--- config.mk ---
export PLATFORM = sky130hd
export DESIGN_NAME = read_master_flat
export DESIGN_NICKNAME = d
export VERILOG_FILES = /design/src/rtl/read_master_if.sv /design/src/rtl/read_master.sv /design/src/flat_wrapper.sv
export SDC_FILE = /design/constraint.sdc
export NUM_CORES = 1
export LEC_CHECK = 0
export BUFFER_PORTS_ARGS = -buffer_cell sky130_fd_sc_hd__clkbuf_2
export CAP_MARGIN = 20
export CORE_MARGIN = 5
export CORE_UTILIZATION = 55
export DETAILED_ROUTE_END_ITERATION = 8
export PLACE_DENSITY_LB_ADDON = 0.15
export SLEW_MARGIN = 10
export SYNTH_ARGS = -nofsm -noshare
export SYNTH_HDL_FRONTEND = slang
export SYNTH_SLANG_ARGS = --single-unit
--- constraint.sdc ---
create_clock -name clk -period 4.87 [get_ports clk]
set_clock_uncertainty 0.15 [all_clocks]
set_input_delay 0.2435 -clock clk [delete_from_list [all_inputs] [get_ports clk]]
set_output_delay 0.2435 -clock clk [all_outputs]
set_load 0.03 [all_outputs]
--- src/rtl/read_master_if.sv ---
// Bus bundle for read_master: DDR3 read master, CSR slave and sample stream.
// The master modport is the read_master view; slave is the environment view.
interface read_master_if;
    // DDR3 Avalon-MM read master
    logic               ddr_waitrequest;
    logic [31:0]        ddr_addr;
    logic               ddr_read;
    logic signed [15:0] ddr_readdata;
    logic               ddr_readdatavalid;
    // CSR Avalon-MM slave
    logic [31:0]        writedata;
    logic [31:0]        readdata;
    logic [2:0]         addr;
    logic               read;
    logic               write;
    // Sample stream
    logic signed [15:0] d_out;
    logic               v;
    logic               ready;

    modport master (
        input  ddr_waitrequest, ddr_readdata, ddr_readdatavalid,
        input  writedata, addr, read, write, ready,
        output ddr_addr, ddr_read, readdata, d_out, v
    );

    modport slave (
        output ddr_waitrequest, ddr_readdata, ddr_readdatavalid,
        output writedata, addr, read, write, ready,
        input  ddr_addr, ddr_read, readdata, d_out, v
    );
endinterface

--- src/rtl/read_master.sv ---
// Streaming DDR3 reader: issues pipelined Avalon-MM reads from base with a
// programmable step, buffers returned samples in a FIFO and streams them out.
// Outstanding reads plus buffered samples never exceed FIFO_DEPTH, so the
// FIFO cannot overflow. FIFO_DEPTH must be a power of 2 and at least 2.
module read_master #(
    parameter int MAX_PENDING = 4,
    parameter int FIFO_DEPTH  = 8
) (
    input  logic          clk,
    input  logic          rst,
    read_master_if.master bus
);
    localparam int AW = $clog2(FIFO_DEPTH);
    localparam int CW = $clog2(FIFO_DEPTH + 1);
    localparam logic [CW:0]   DEPTH_W = (CW+1)'(FIFO_DEPTH);
    localparam logic [CW-1:0] MAXP_W  = CW'(MAX_PENDING);

    typedef enum logic [1:0] {IDLE, ISSUE, DRAIN, DONE} state_t;

    state_t        state;
    logic [31:0]   base_r, len_r, step_r;
    logic [31:0]   run_len, run_step;
    logic [31:0]   issued, delivered;
    logic [31:0]   ddr_addr_r, readdata_r;
    logic          ddr_read_r, done_r;
    logic [CW-1:0] pending, fifo_count;
    logic [AW-1:0] wr_ptr, rd_ptr;
    logic [15:0]   mem [FIFO_DEPTH];

    logic          start_stb, srst_stb;
    logic          accept, push, pop, fifo_empty, room_ok;
    logic [31:0]   issued_nxt;
    logic [CW-1:0] pending_nxt, count_nxt;

    assign start_stb  = bus.write && (bus.addr == 3'd4);
    assign srst_stb   = bus.write && (bus.addr == 3'd6);
    assign accept     = ddr_read_r && !bus.ddr_waitrequest;
    // Returns that land while idle belong to an aborted run and are dropped.
    assign push       = bus.ddr_readdatavalid && (state != IDLE) && !srst_stb;
    assign fifo_empty = (fifo_count == '0);
    assign pop        = !fifo_empty && bus.ready;

    assign issued_nxt  = issued + (accept ? 32'd1 : 32'd0);
    assign pending_nxt = pending + CW'(accept) - CW'(bus.ddr_readdatavalid);
    assign count_nxt   = fifo_count + CW'(push) - CW'(pop);
    // Next-cycle credit: every outstanding read must have a FIFO slot reserved.
    assign room_ok = (({1'b0, pending_nxt} + {1'b0, count_nxt}) < DEPTH_W) &&
                     (pending_nxt < MAXP_W);

    assign bus.ddr_addr = ddr_addr_r;
    assign bus.ddr_read = ddr_read_r;
    assign bus.readdata = readdata_r;
    assign bus.v        = !fifo_empty;
    assign bus.d_out    = fifo_empty ? 16'sd0 : $signed(mem[rd_ptr]);

    // Config registers; a write mid-run only affects the next start
    always_ff @(posedge clk or negedge rst) begin
        if (!rst) begin
            base_r <= '0;
            len_r  <= '0;
            step_r <= 32'd1;
        end else if (bus.write) begin
            case (bus.addr)
                3'd0:    base_r <= bus.writedata;
                3'd1:    len_r  <= bus.writedata;
                3'd2:    step_r <= bus.writedata;
                default: ;
            endcase
        end
    end

    // Registered CSR read mux, one cycle after the read strobe
    always_ff @(posedge clk or negedge rst) begin
        if (!rst) begin
            readdata_r <= '0;
        end else if (bus.read) begin
            case (bus.addr)
                3'd0:    readdata_r <= base_r;
                3'd1:    readdata_r <= len_r;
                3'd2:    readdata_r <= step_r;
                3'd3:    readdata_r <= delivered;
                3'd5:    readdata_r <= {31'd0, done_r};
                default: readdata_r <= 32'hdead_beef;
            endcase
        end
    end

    // Outstanding-read counter; keeps counting through a soft reset
    always_ff @(posedge clk or negedge rst) begin
        if (!rst) pending <= '0;
        else      pending <= pending_nxt;
    end

    // FIFO pointers, occupancy and delivered count; soft reset flushes
    always_ff @(posedge clk or negedge rst) begin
        if (!rst) begin
            wr_ptr     <= '0;
            rd_ptr     <= '0;
            fifo_count <= '0;
            delivered  <= '0;
        end else if (srst_stb) begin
            wr_ptr     <= '0;
            rd_ptr     <= '0;
            fifo_count <= '0;
            delivered  <= '0;
        end else begin
            if (push) wr_ptr <= wr_ptr + AW'(1);
            if (pop) begin
                rd_ptr    <= rd_ptr + AW'(1);
                delivered <= delivered + 32'd1;
            end
            fifo_count <= count_nxt;
        end
    end

    // FIFO storage; contents are don't-care until written, d_out is masked when empty
    always_ff @(posedge clk) begin
        if (push) mem[wr_ptr] <= bus.ddr_readdata;
    end

    // Run control FSM with registered ddr_read/ddr_addr/done
    always_ff @(posedge clk or negedge rst) begin
        if (!rst) begin
            state      <= IDLE;
            ddr_read_r <= 1'b0;
            ddr_addr_r <= '0;
            issued     <= '0;
            run_len    <= '0;
            run_step   <= '0;
            done_r     <= 1'b0;
        end else if (srst_stb) begin
            state      <= IDLE;
            ddr_read_r <= 1'b0;
            done_r     <= 1'b0;
        end else begin
            case (state)
                IDLE, DONE: begin
                    // Late returns from an aborted run must drain before a restart.
                    if (start_stb && pending == '0) begin
                        ddr_addr_r <= base_r;
                        issued     <= '0;
                        run_len    <= len_r;
                        run_step   <= step_r;
                        if (len_r == 32'd0) begin
                            state      <= DONE;
                            done_r     <= 1'b1;
                            ddr_read_r <= 1'b0;
                        end else begin
                            // FIFO is empty and nothing is pending here.
                            state      <= ISSUE;
                            done_r     <= 1'b0;
                            ddr_read_r <= 1'b1;
                        end
                    end
                end
                ISSUE: begin
                    if (accept) begin
                        ddr_addr_r <= ddr_addr_r + run_step;
                        issued     <= issued_nxt;
                    end
                    if (issued_nxt >= run_len) begin
                        ddr_read_r <= 1'b0;
                        state      <= DRAIN;
                    end else if (ddr_read_r && bus.ddr_waitrequest) begin
                        ddr_read_r <= 1'b1;
                    end else begin
                        ddr_read_r <= room_ok;
                    end
                end
                DRAIN: begin
                    if (pending == '0 && fifo_empty) begin
                        state  <= DONE;
                        done_r <= 1'b1;
                    end
                end
                default: state <= IDLE;
            endcase
        end
    end
endmodule

--- src/flat_wrapper.sv ---
// flat-port wrapper written by rule: the top's interface ports become plain ports
module read_master_flat 
#(
    parameter int MAX_PENDING = 4,
    parameter int FIFO_DEPTH  = 8
)
  (clk, rst, bus_ddr_waitrequest, bus_ddr_readdata, bus_ddr_readdatavalid, bus_writedata, bus_addr, bus_read, bus_write, bus_ready, bus_ddr_addr, bus_ddr_read, bus_readdata, bus_d_out, bus_v);
  read_master_if bus_i ();
  input  logic clk;
  input  logic rst;
  input wire logic [$bits(bus_i.ddr_waitrequest)-1:0] bus_ddr_waitrequest;
  input wire logic [$bits(bus_i.ddr_readdata)-1:0] bus_ddr_readdata;
  input wire logic [$bits(bus_i.ddr_readdatavalid)-1:0] bus_ddr_readdatavalid;
  input wire logic [$bits(bus_i.writedata)-1:0] bus_writedata;
  input wire logic [$bits(bus_i.addr)-1:0] bus_addr;
  input wire logic [$bits(bus_i.read)-1:0] bus_read;
  input wire logic [$bits(bus_i.write)-1:0] bus_write;
  input wire logic [$bits(bus_i.ready)-1:0] bus_ready;
  output wire logic [$bits(bus_i.ddr_addr)-1:0] bus_ddr_addr;
  output wire logic [$bits(bus_i.ddr_read)-1:0] bus_ddr_read;
  output wire logic [$bits(bus_i.readdata)-1:0] bus_readdata;
  output wire logic [$bits(bus_i.d_out)-1:0] bus_d_out;
  output wire logic [$bits(bus_i.v)-1:0] bus_v;
  assign bus_i.ddr_waitrequest = bus_ddr_waitrequest;
  assign bus_i.ddr_readdata = bus_ddr_readdata;
  assign bus_i.ddr_readdatavalid = bus_ddr_readdatavalid;
  assign bus_i.writedata = bus_writedata;
  assign bus_i.addr = bus_addr;
  assign bus_i.read = bus_read;
  assign bus_i.write = bus_write;
  assign bus_i.ready = bus_ready;
  assign bus_ddr_addr = bus_i.ddr_addr;
  assign bus_ddr_read = bus_i.ddr_read;
  assign bus_readdata = bus_i.readdata;
  assign bus_d_out = bus_i.d_out;
  assign bus_v = bus_i.v;
  read_master #(.MAX_PENDING(MAX_PENDING), .FIFO_DEPTH(FIFO_DEPTH)) u_core (.clk(clk), .rst(rst), .bus(bus_i));
endmodule
==> flow_metrics.tcl <==
set metrics [dict create \
    status "completed" \
    clkTransAtPathRegs_ns 0.06 \
    yosysTopAreaCellShare_pct 36.5 \
    syn_inst 1754 \
    finalMaxSlewViolations 0 \
    core-area_sq_mm 0.0376 \
    insertion_delay_ns 0.58 \
    ioPinCount 140 \
    synth_mux_area_share_pct 12.1 \
    yosys.area_share.simple_pct 10.1 \
    vias 14901 \
    antenna_found_initial 4 \
    drc 0 \
    grt.total_usage_pct 26.8 \
    grt_pass1_vias 14859 \
    gp_congestion 0.897 \
    synth_edf_count 128 \
    syn-num-nets 1900 \
    clock-sinks 434 \
    yosys-top-cells-count "dfrtp_1 (305), nand2_1 (136), mux2_2 (129)" \
    synth-xor-area-share_pct 3.81 \
    synth_compound_area_share_pct 10.7 \
    crit_path_max_fanout 5 \
    fin_util_pct 65.0 \
    synth_top_family_by_area "multiplexers" \
    die-area_sq_mm 0.0420 \
    grt_setup_unrepaired "false" \
    yosysMostFrequentCell "dfrtp_1" \
    setup_violations 0 \
    pre_cts_slack_ns -0.0000182 \
    synth_flop_cell "dfrtp_1" \
    cts_root_buffer "clkbuf_16" \
    total_leakage_power_nw 10.9 \
    dp_hpwl_um 38200 \
    synth-seq-cells 434 \
    ir_drop_v 0.000426 \
    arrival_ns 4.88 \
    drtPass1Iterations 6 \
    start_util_pct 55.6 \
    cts_htree_levels 2 \
    fp.dieW_um 205 \
    hp-class "primary input to flip-flop" \
    fmax_ghz 0.219 \
    vias_per_cell 5.98 \
    powerDensity_mw_per_mm2 531 \
    syn_to_final_growth_pct 16.8 \
    cts_made_buffers 46 \
    cap_viol_max_count 0 \
    worst-setup-path-type "flip-flop to flip-flop" \
    grt_overflow_total 0 \
    drive_gt1_share_pct 22.4 \
    worstMarginPinSlew_ns 1.12 \
    cts_setup_buffers 0 \
    timing.final.ws_setup_ns 0.314 \
    ys_async_sr_fraction_pct 70.5 \
    fin_nets 2085 \
    synth_area_leaders "dfrtp_1 (37%), edfxtp_1 (18%), mux2_2 (6.9%)" \
    die-height_um 205 \
    yosysTopAreaCell "dfrtp_1" \
    num_rows 71 \
    cpPeakStageDelay_ns 0.43 \
    ant_nets 0 \
    fillCellCount 2841 \
    fin_crit_sh_pct 93.6 \
    cp.required_ns 5.19 \
    cts_tree "yes" \
    grt_pass1_wl_um 86400 \
    min_period_ns 4.56 \
    port_buffers 139 \
    cp_slowest_cell "or4_1" \
    wl_um 55800 \
    clockBufferDepth 3 \
    wl_per_cell_um 22.4 \
    ys_seq_area_share_pct 55.0 \
    hold_violations 0 \
    syn_area_sq_mm 0.0209 \
    slew_headroom_pct 25.5 \
    drtIter0Drc 1181 \
    worstPathCellList "nor2b_2 -> ha_2 -> nand3_1 -> nor2_1 -> nand2_1 -> nor2_1 -> nand3_1 -> nor2b_1 -> nand3_1 -> xnor2_1 -> ha_1 -> a21o_1 -> a21o_1 -> a21oi_1 -> nor2b_1 -> o21ai_0 -> a41oi_1 -> or4_1 -> a21oi_2 -> nor2_1 -> o32ai_1" \
    start_kind "flip-flop" \
    grt_max_degree 138 \
    yosys_warnings 0 \
    synth_fa_ha_area_share_pct 5.37 \
    syn_avg_cell_area_sq_um 11.9 \
    postPlaceCellArea_sq_mm 0.0222 \
    hold_slack_ns 0.0565 \
    fin_area_sq_mm 0.0244 \
    end_kind "flip-flop" \
    yosysUniqueCellTypes 71 \
]
[layout by cell type, fill, tap and decap left out, drive strengths merged, types with 41 or more instances in the layout]
cell,instances
nor2,123
edfxtp,128
clkbuf,192
o21ai,103
nand2,136
a21oi,81
xor2,50
inv,74
dlygate4sd3,53
mux2,129
ha,85
dfrtp,305
xnor2,41
[critical path: cells and delay by family (launching register included)]
family	cells	cell delay (ns)
xor gates and xnor gates	1	0.20
DFF	1	0.38
AOI/OAI and AO/OA	7	1.22
adders and majority gates	2	0.48
and+or+nand+nor	11	2.02
[sequential cells by signal (all words and copies together), names as in the netlist, 4 cells and up]
signal and flops:
u_core.bus.readdata 32, u_core.pending 4, u_core.run_len 32, u_core.mem 128, u_core.base_r 32, u_core.delivered 32
u_core.run_step 32, u_core.step_r 32, u_core.fifo_count 4, u_core.len_r 32, u_core.issued 32, u_core.bus.ddr_addr 32
[final timing paths]
kind	to	cells after the start	from	slack (ns)
worst max-delay path	u_core.state[0]$_DFFE_PN0P_	21	u_core.bus.ddr_read$_DFFE_PN0P_	0.31
worst min-delay path	u_core.wr_ptr[0]$_DFFE_PN0P_	3	bus_addr[1]	0.06
worst max register to register	u_core.state[0]$_DFFE_PN0P_	21	u_core.bus.ddr_read$_DFFE_PN0P_	0.31
worst min register to register	u_core.issued[0]$_DFFE_PN0P_	2	u_core.issued[0]$_DFFE_PN0P_	0.35
max in group asynchronous	u_core.run_step[25]$_DFFE_PN0P_	3	rst	3.26
min in group asynchronous	u_core.run_step[3]$_DFFE_PN0P_	2	rst	0.14
[per-stage QoR]
stage / total power [W] / instances / TNS [ns]
global placement: 0.00912 / 2348 / 0
finish: 0.0130 / 2490 / 0
global route: 0.0137 / 2490 / 0
floorplan: 0.00790 / 1754 / 0
CTS: 0.0130 / 2487 / 0
detailed placement: 0.00925 / 2348 / -0.0000182
[timing repair]
item,4_1_cts,5_1_grt
resized for setup,0,6
hold endpoints to repair,327,0
endpoints found under the setup margin,0,3
hold buffers,53,0
[routing by layer]
layer,up-vias,wire [um],global-route usage (%)
met5,-,27,0
met4,4,1950,9.00
met3,125,4580,6.52
met2,526,26100,42.8
met1,7444,23100,36.3
li1,6802,-,-
[cell families after synthesis]
| family | after synthesis |
|---|---|
| compound gates | 346 |
| xor+xnor | 91 |
| mux | 196 |
| fa+ha+maj | 88 |
| simple gates | 438 |
| buf+inv | 161 |
| flops | 434 |
[power by group]
| group | internal, W | switching, W | total [W] |
|---|---|---|---|
| clock network | 0.00220 | 0.00148 | 0.00369 |
| registers | 0.00445 | 0.000647 | 0.00509 |
| logic | 0.00166 | 0.00252 | 0.00418 |
| total | 0.00830 | 0.00466 | 0.0130 |
[final cells by class]
type,count,area [sq um],share of cell area [%]
flip-flops and latches,434,11500,47.1
multi-input cells,1159,8880,36.4
repair buffers,226,1520,6.24
clock buffers,54,1200,4.92
well taps,511,639,2.62
clock inverters,32,388,1.59
inverters,72,270,1.11
diodes,2,5.00,0.0205
Power figures use the tool's default switching activity.
